==> src/rtl/riscv_pkg.sv <==
// Shared encodings for the memory/writeback stage: writeback select,
// load funct3 codes and the stage state machine.
package riscv_pkg;

    typedef enum logic [1:0] {
        WB_ALU = 2'b00,
        WB_MEM = 2'b01,
        WB_PC4 = 2'b10
    } wb_sel_e;

    localparam logic [2:0] F3_LB  = 3'b000;
    localparam logic [2:0] F3_LH  = 3'b001;
    localparam logic [2:0] F3_LW  = 3'b010;
    localparam logic [2:0] F3_LBU = 3'b100;
    localparam logic [2:0] F3_LHU = 3'b101;

    typedef enum logic [1:0] {
        IDLE     = 2'b00,
        WAIT_MEM = 2'b01,
        DRAIN    = 2'b10
    } stage_state_e;

endpackage

==> src/rtl/load_extend.sv <==
// Selects the addressed byte/half of a loaded word and sign/zero extends it;
// flags misaligned halfword/word accesses, which pass the raw word through.
module load_extend
    import riscv_pkg::*;
#(
    parameter int N = 32
) (
    input  logic [N-1:0] rdata,
    input  logic [2:0]   funct3,
    input  logic [1:0]   addr_lo,
    output logic [N-1:0] data,
    output logic         misalign
);

    logic [7:0]  lane_b;
    logic [15:0] lane_h;

    always_comb begin
        lane_b = rdata[8*addr_lo +: 8];
        lane_h = addr_lo[1] ? rdata[31:16] : rdata[15:0];
    end

    always_comb begin
        data     = rdata;
        misalign = 1'b0;
        case (funct3)
            F3_LB:  data = {{(N-8){lane_b[7]}}, lane_b};
            F3_LBU: data = {{(N-8){1'b0}}, lane_b};
            F3_LH, F3_LHU: begin
                if (addr_lo[0]) begin
                    misalign = 1'b1;
                end else if (funct3 == F3_LH) begin
                    data = {{(N-16){lane_h[15]}}, lane_h};
                end else begin
                    data = {{(N-16){1'b0}}, lane_h};
                end
            end
            F3_LW:   misalign = (addr_lo != 2'b00);
            default: data = rdata;
        endcase
    end

endmodule

==> src/rtl/mem_wb_stage.sv <==
// Memory/writeback stage feeding the 3:1 writeback mux: registers ALU result,
// load data and PC+4, stalls on outstanding loads and handles flush.
module mem_wb_stage
    import riscv_pkg::*;
#(
    parameter int N  = 32,
    parameter int RA = 5
) (
    input  logic          clk,
    input  logic          rst_n,
    input  logic          flush_i,
    input  logic          in_valid_i,
    output logic          in_ready_o,
    input  logic [N-1:0]  alu_res_i,
    input  logic [N-1:0]  pc4_i,
    input  logic [RA-1:0] rd_i,
    input  logic          reg_write_i,
    input  logic [1:0]    wb_sel_i,
    input  logic [2:0]    funct3_i,
    input  logic [N-1:0]  dmem_rdata_i,
    input  logic          dmem_rvalid_i,
    output logic [N-1:0]  a_o,
    output logic [N-1:0]  b_o,
    output logic [N-1:0]  c_o,
    output logic [1:0]    s_o,
    output logic [RA-1:0] rd_o,
    output logic          wb_valid_o,
    output logic          wb_we_o,
    output logic          misalign_o
);

    stage_state_e state_q, state_d;

    logic          accept;
    logic          alu_wb;
    logic          load_wb;

    logic [N-1:0]  p_alu;
    logic [N-1:0]  p_pc4;
    logic [RA-1:0] p_rd;
    logic          p_rw;
    logic [2:0]    p_f3;
    logic [1:0]    p_addr_lo;

    logic [N-1:0]  ext_data;
    logic          ext_mis;

    assign in_ready_o = (state_q == IDLE) & rst_n;
    assign accept     = in_valid_i & in_ready_o & ~flush_i;

    load_extend #(.N(N)) u_ext (
        .rdata    (dmem_rdata_i),
        .funct3   (p_f3),
        .addr_lo  (p_addr_lo),
        .data     (ext_data),
        .misalign (ext_mis)
    );

    always_comb begin
        state_d = state_q;
        alu_wb  = 1'b0;
        load_wb = 1'b0;
        case (state_q)
            IDLE: begin
                if (accept) begin
                    if (wb_sel_i == WB_MEM) state_d = WAIT_MEM;
                    else                    alu_wb  = 1'b1;
                end
            end
            WAIT_MEM: begin
                // A flush coinciding with the return simply discards the data.
                if (dmem_rvalid_i) begin
                    state_d = IDLE;
                    load_wb = ~flush_i;
                end else if (flush_i) begin
                    state_d = DRAIN;
                end
            end
            DRAIN: begin
                if (dmem_rvalid_i) state_d = IDLE;
            end
            default: state_d = IDLE;
        endcase
    end

    always_ff @(posedge clk or negedge rst_n) begin
        if (!rst_n) begin
            state_q    <= IDLE;
            a_o        <= '0;
            b_o        <= '0;
            c_o        <= '0;
            s_o        <= '0;
            rd_o       <= '0;
            wb_valid_o <= 1'b0;
            wb_we_o    <= 1'b0;
            misalign_o <= 1'b0;
            p_alu      <= '0;
            p_pc4      <= '0;
            p_rd       <= '0;
            p_rw       <= 1'b0;
            p_f3       <= '0;
            p_addr_lo  <= '0;
        end else begin
            state_q    <= state_d;
            wb_valid_o <= alu_wb | load_wb;
            misalign_o <= load_wb & ext_mis;
            wb_we_o    <= 1'b0;
            if (accept) begin
                p_alu     <= alu_res_i;
                p_pc4     <= pc4_i;
                p_rd      <= rd_i;
                p_rw      <= reg_write_i;
                p_f3      <= funct3_i;
                p_addr_lo <= alu_res_i[1:0];
            end
            if (alu_wb) begin
                a_o     <= alu_res_i;
                c_o     <= pc4_i;
                s_o     <= (wb_sel_i == 2'b11) ? 2'b00 : wb_sel_i;
                rd_o    <= rd_i;
                wb_we_o <= reg_write_i & (|rd_i) & (wb_sel_i != 2'b11);
            end
            if (load_wb) begin
                a_o     <= p_alu;
                b_o     <= ext_data;
                c_o     <= p_pc4;
                s_o     <= WB_MEM;
                rd_o    <= p_rd;
                wb_we_o <= p_rw & (|p_rd) & ~ext_mis;
            end
        end
    end

endmodule

==> config.mk <==
export PLATFORM = sky130hd
export DESIGN_NAME = mem_wb_stage
export DESIGN_NICKNAME = d
export VERILOG_FILES = /design/src/rtl/riscv_pkg.sv /design/src/rtl/load_extend.sv /design/src/rtl/mem_wb_stage.sv
export SDC_FILE = /design/constraint.sdc
export NUM_CORES = 1
export LEC_CHECK = 0
export ABC_AREA = 1
export ABC_CLOCK_PERIOD_IN_PS = 2610
export BUFFER_PORTS_ARGS = -buffer_cell sky130_fd_sc_hd__buf_2
export CORE_UTILIZATION = 60
export CTS_BUF_LIST = sky130_fd_sc_hd__clkbuf_4
export CTS_CLUSTER_SIZE = 40
export DETAILED_ROUTE_END_ITERATION = 7
export PLACE_DENSITY_LB_ADDON = 0.25
export SETUP_SLACK_MARGIN = 0.4
export SKIP_CTS_REPAIR_TIMING = 1
export SYNTH_ARGS = -nofsm -noshare
export SYNTH_HDL_FRONTEND = slang
export SYNTH_SLANG_ARGS = --single-unit
==> constraint.sdc <==
create_clock -name clk -period 2.61 [get_ports clk]
set_input_delay 0 -clock clk [delete_from_list [all_inputs] [get_ports clk]]
set_output_delay 0 -clock clk [all_outputs]
set_load 0.01 [all_outputs]
==> flow_summary.ini, run 1 <==
[global_routing]
grt_use_total = 0.295
grt.overflow.total = 0
grt_pass1_wl_um = 34400
grt_pass1_vias = 7138
antenna_found_initial = 1
grt_max_degree = 107

[routing]
firstDrtPassIters = 6
drt_wl_total_um = 25100
drc = 0
drt-wirelength-per-cell_um = 15.7
ant_nets = 0
num_vias = 8745
first_iter_violations = 900
viasPerCell = 5.46

[synthesis]
synth_warnings = 0
syn-instance-count = 1111
synth-seq-cells = 181
ys_seq_area_frac = 0.519
ys_types = 26
syn-num-nets = 1223
syn_avg_cell_area_um2 = 7.86
synth_area_mm2 = 0.00873

[setup_path]
startpoint_type = flip-flop
cp_cell_sequence = inv_2, nor2_4, nand3_4, buf_4, o21ai_0, o21ai_2
rr_worst_depth = 6
path_class = flip-flop to flip-flop
slowest_delay_ps = 730
crit_slowest_cell = buf_4
crit_path_max_fanout = 106
crit_required_ps = 3130
cp.arrival_ps = 2560
crit_path_end_kind = flip-flop

[power_and_ir_drop]
ir_drop_uv = 728
internal-power_uw = 5560
p_leak_uw = 0.00610
pwr_density_cell_mw_per_mm2 = 787
p_clk_frac = 0.196
p_switching_uw = 3350
seq_power_share = 0.465
switching_share = 0.376
combPwrFrac = 0.339

[timing]
setup_tns_ps = 0
final_max_slew_viol_count = 0
hold_viol = 0
clock_skew_ps = 19.7
relSlewSlack = 0.363
final.hold.worst_slack_ps = 112
setup_viol = 0
fin_crit_ps = 2040
tightest_slew_ps = 955
fmax_mhz = 490
grt_setup_unrepaired = no
fin_crit_sh = 0.782

[layout]
layout_common_cells = nand2_1 (372), buf_2 (217), dfrtp_1 (180), o21ai_0 (170)
fillers = 951
multi_input_area_mm2 = 0.00339
fin_area_mm2 = 0.0113
nNetsFinal = 1520
register_area_mm2 = 0.00453
syn2layout_area_growth_pct = 29.6
drive_gt1_frac = 0.210
final_common_cell = nand2_1

[run_status]
outcome = finished clean

[clock_tree]
clock-sinks = 181
cts_buffers = 17
cts_tree = yes
cts_buffer_depth = 2
cts.reportedPaths.clkPinSlew_ps = 150
clk_latency_ps = 590
htree_levels = 4
cts-root-buf = clkbuf_4

[floorplan]
start_util = 0.622
core_area_mm2 = 0.0140
dieWidth_um = 123
rows = 43
dieArea_mm2 = 0.0150
io_pins = 219
die_y_um = 123

[placed_design]
io_buffers = 218
post-dp-hpwl_um = 14800
globalplace.congestion = 0.958
dpl-instance-area_mm2 = 0.00984

[run]
cap_viol_max_count = 0

[min_path]
hold_path.class = input pin to async pin
[power groups by stage]
stage	logic (uW)	registers, uW	clock network, uW
floorplan	1410	4380	0
global placement	2730	4130	0
detailed placement	2810	4150	0
CTS	2820	4110	1750
global route	3370	4230	1870
finish	3020	4140	1740
[path summary, 6_finish.rpt]
kind,startpoint,to,slack [ps]
worst max-delay path,state_q[0]$_DFFE_PN0P_,c_o[7]$_DFFE_PN0P_,570
worst min-delay path,rst_n,state_q[0]$_DFFE_PN0P_,110
worst max register to register,state_q[0]$_DFFE_PN0P_,c_o[7]$_DFFE_PN0P_,570
worst min register to register,rd_o[3]$_DFFE_PN0P_,rd_o[3]$_DFFE_PN0P_,500
max in group asynchronous,rst_n,s_o[0]$_DFFE_PN0P_,1790
min in group clk,alu_res_i[6],p_alu[6]$_DFFE_PN0P_,160
[final cells by class]
cell class,count,area share
sequential,181,0.400
multi-input combinational,741,0.300
timing repair buffer,348,0.212
inverter,119,0.0397
tap,180,0.0199
clock inverter,15,0.0170
clock buffer,17,0.0113
antenna,1,0.000221
[critical path, delay by kind of cell (launching register included)]
kind	cells	cell delay (ps)
AO/OA/AOI/OAI	2	540
AND/OR/NAND/NOR	2	130
buffers and inverters	2	820
flip-flops	1	440
[per-stage QoR]
step / cells / power [uW] / utilization / setup WS, ps
after floorplan: 1111 / 5790 / - / 1210
after global placement: 1454 / 6860 / 0.701 / 784
after detailed placement: 1454 / 6960 / 0.701 / 709
after CTS: 1486 / 8680 / 0.724 / 664
after global routing: 1602 / 9480 / 0.806 / 399
final: 1602 / 8910 / 0.806 / 569
[Yosys cell counts]
master | count | area share
o21ai_0 | 170 | 0.097
buf_1 | 7 | 0.0030
buf_6 | 11 | 0.014
o211ai_1 | 5 | 0.0043
a21oi_1 | 51 | 0.029
nand2_1 | 372 | 0.16
nand3_1 | 39 | 0.022
nor2_1 | 10 | 0.0043
nand3_4 | 1 | 0.0020
a31oi_1 | 1 | 0.00072
nor3_1 | 2 | 0.0011
clkinv_1 | 1 | 0.00043
or2_1 | 1 | 0.00072
o22ai_1 | 1 | 0.00072
clkbuf_1 | 27 | 0.012
inv_2 | 3 | 0.0013
o21ai_2 | 23 | 0.023
nor2_4 | 2 | 0.0026
buf_2 | 24 | 0.014
o21ai_1 | 50 | 0.029
clkbuf_2 | 1 | 0.00057
nand4_1 | 9 | 0.0064
or2_2 | 3 | 0.0021
dfrtp_1 | 181 | 0.52
nand4_2 | 1 | 0.0014
inv_1 | 115 | 0.049
[per-layer routing]
layer	wire, um	vias up	global-route usage
met3	2070	81	0.0623
met1	9930	4066	0.403
li1	-	4153	-
met4	857	0	0.118
met5	0	-	0
met2	12300	445	0.460
[state kept, by name (all words and copies together), names as in the netlist]
signal,count
s_o,2
state_q,2
p_rd,5
wb_we_o,1
wb_valid_o,1
b_o,32
p_rw,1
p_alu,32
p_pc4,32
a_o,32
p_f3,3
c_o,32
rd_o,5
misalign_o,1
[logic make-up (layout without fill, tap and decap cells)]
kind of cell           count (synthesis)  after routing  share of synthesized area
AOI/OAI and AO/OA                    301            301                      0.184
other                                  0              1                          0
buffers and inverters                189            499                     0.0943
DFF                                  181            181                      0.519
and+or+nand+nor                      440            440                      0.203
Note: power is estimated with default switching activity, not from simulation.
==> run 2, diff against run 1 <==
--- a/config.mk
+++ b/config.mk
@@ -6,9 +6,9 @@
 export NUM_CORES = 1
 export LEC_CHECK = 0
 export ABC_AREA = 1
-export ABC_CLOCK_PERIOD_IN_PS = 2610
+export ABC_CLOCK_PERIOD_IN_PS = 1650
 export BUFFER_PORTS_ARGS = -buffer_cell sky130_fd_sc_hd__buf_2
-export CORE_UTILIZATION = 60
+export CORE_UTILIZATION = 50
 export CTS_BUF_LIST = sky130_fd_sc_hd__clkbuf_4
 export CTS_CLUSTER_SIZE = 40
 export DETAILED_ROUTE_END_ITERATION = 7
==> constraint.sdc (replaced) <==
create_clock -name clk -period 1.65 [get_ports clk]
set_input_delay 0 -clock clk [delete_from_list [all_inputs] [get_ports clk]]
set_output_delay 0 -clock clk [all_outputs]
set_load 0.01 [all_outputs]
==> run 2 against run 1 <==
The run now ends with negative hold slack left. Largest cell class unchanged. Highest routed layer unchanged. Total power up 69%. Flip-flop and latch count stayed put. Clock skew grew 8.1 ps. Critical path depth increased by 2. Critical path type unchanged.
==> flow_summary.ini, run 2 (synthesis results as in run 1) <==
[run_status]
outcome = finished with violations
violations = negative hold slack

[layout]
fin_area_mm2 = 0.0129
final_common_cell = nand2_1
postLayoutCoreUtil = 0.764
drive_gt1_frac = 0.293
nNetsFinal = 1585
syn2layout_area_growth_pct = 47.2
layout_common_cells = nand2_1 (357), buf_2 (216), dfrtp_1 (179), o21ai_0 (139)

[power_and_ir_drop]
pwr_density_cell_mw_per_mm2 = 1170
power_uw = 15000
combPwrFrac = 0.379
switching_share = 0.377
internal-power_uw = 9350
p_clk_frac = 0.186
p_leak_uw = 0.00677
seq_power_share = 0.435
p_switching_uw = 5670
ir_drop_uv = 618

[setup_path]
crit_path_end_kind = flip-flop
crit_slowest_cell = dfrtp_2
crit_path_max_fanout = 18
cp_cell_sequence = nor2_4, buf_4, o21ai_2, o21ai_4, inv_6, clkbuf_16, nand2_1, o21ai_1
slowest_delay_ps = 470
startpoint_type = flip-flop
rrSetupSlack_ps = 10
crit_buf_inv = 3
critPathTopFamily = flip-flops
crit_required_ps = 2110
path_class = flip-flop to flip-flop
cp.arrival_ps = 2100

[clock_tree]
cts_tree = yes
clk_latency_ps = 560
htree_levels = 4
cts_buffers = 17
cts_buffer_depth = 2
cts.reportedPaths.clkPinSlew_ps = 170
clock-sinks = 181
cts-root-buf = clkbuf_4

[floorplan]
dieArea_mm2 = 0.0180
rows = 47
io_pins = 219
core_area_mm2 = 0.0168
dieWidth_um = 134
die_y_um = 134
start_util = 0.519

[placed_design]
dpl-instance-area_mm2 = 0.0102
io_buffers = 218
post-dp-hpwl_um = 15100
globalplace.congestion = 0.900

[timing]
clock_skew_ps = 27.8
final_max_slew_viol_count = 0
fmax_mhz = 611
hold_viol = 156
tightest_slew_ps = 652
setup_viol = 0
relSlewSlack = 0.566
fin_crit_sh = 0.991
final.hold.worst_slack_ps = -477
setup_tns_ps = 0
grt_setup_unrepaired = yes
fin_crit_ps = 1640

[routing]
firstDrtPassIters = 7
first_iter_violations = 890
viasPerCell = 5.42
ant_nets = 0
num_vias = 9255
drc = 0
drt-wirelength-per-cell_um = 17.3
drt_wl_total_um = 29600

[global_routing]
grt_pass1_vias = 7065
grt_pass1_wl_um = 35700
grt_max_degree = 120
grt.overflow.total = 0
grt_use_total = 0.251
antenna_found_initial = 1

[min_path]
hold_path.class = input pin to async pin

[run]
cap_viol_max_count = 0
run 2: final timing paths:
check / depth (start not counted) / start / to
min reg2reg: 2 / b_o[29]$_DFFE_PN0P_ / b_o[29]$_DFFE_PN0P_
min in group clk: 3 / rst_n / wb_valid_o$_DFF_PN0_
min: 2 / rst_n / c_o[26]$_DFFE_PN0P_
max: 8 / state_q[1]$_DFFE_PN0P_ / c_o[28]$_DFFE_PN0P_
max in group asynchronous: 4 / rst_n / p_alu[15]$_DFFE_PN0P_
max reg2reg: 8 / state_q[1]$_DFFE_PN0P_ / c_o[28]$_DFFE_PN0P_
run 2: per-layer routing:
layer | share of wire | up-vias | wire length [um] | track usage
met3 | 0.092 | 116 | 2710 | 0.0608
li1 | - | 4299 | - | -
met5 | 0 | - | 0 | 0
met4 | 0.034 | 0 | 995 | 0.0762
met2 | 0.47 | 560 | 14000 | 0.379
met1 | 0.40 | 4280 | 11800 | 0.359
run 2: final cells by class:
type	instances	area, um^2
sequential	181	4530
antenna	1	2.50
multi-input combinational	742	3700
timing repair buffer	412	3520
fill	1142	3970
tap	220	275
clock inverter	15	195
inverter	119	494
clock buffer	17	128
run 2: power by group through the flow:
stage | combinational, uW | sequential, uW | clock, uW
6_report | 5690 | 6540 | 2800
5_1_grt | 6220 | 6670 | 3020
4_1_cts | 4670 | 6470 | 2830
3_5_place_dp | 4660 | 6540 | 0
3_3_place_gp | 4550 | 6530 | 0
2_1_floorplan | 2330 | 6930 | 0
run 2: through the flow:
stage,std cells,worst slack (ps)
after floorplan,1111,256
after global placement,1510,98.3
after detailed placement,1510,86.3
after CTS,1542,56.8
after global routing,1707,-73.3
final,1707,14.5
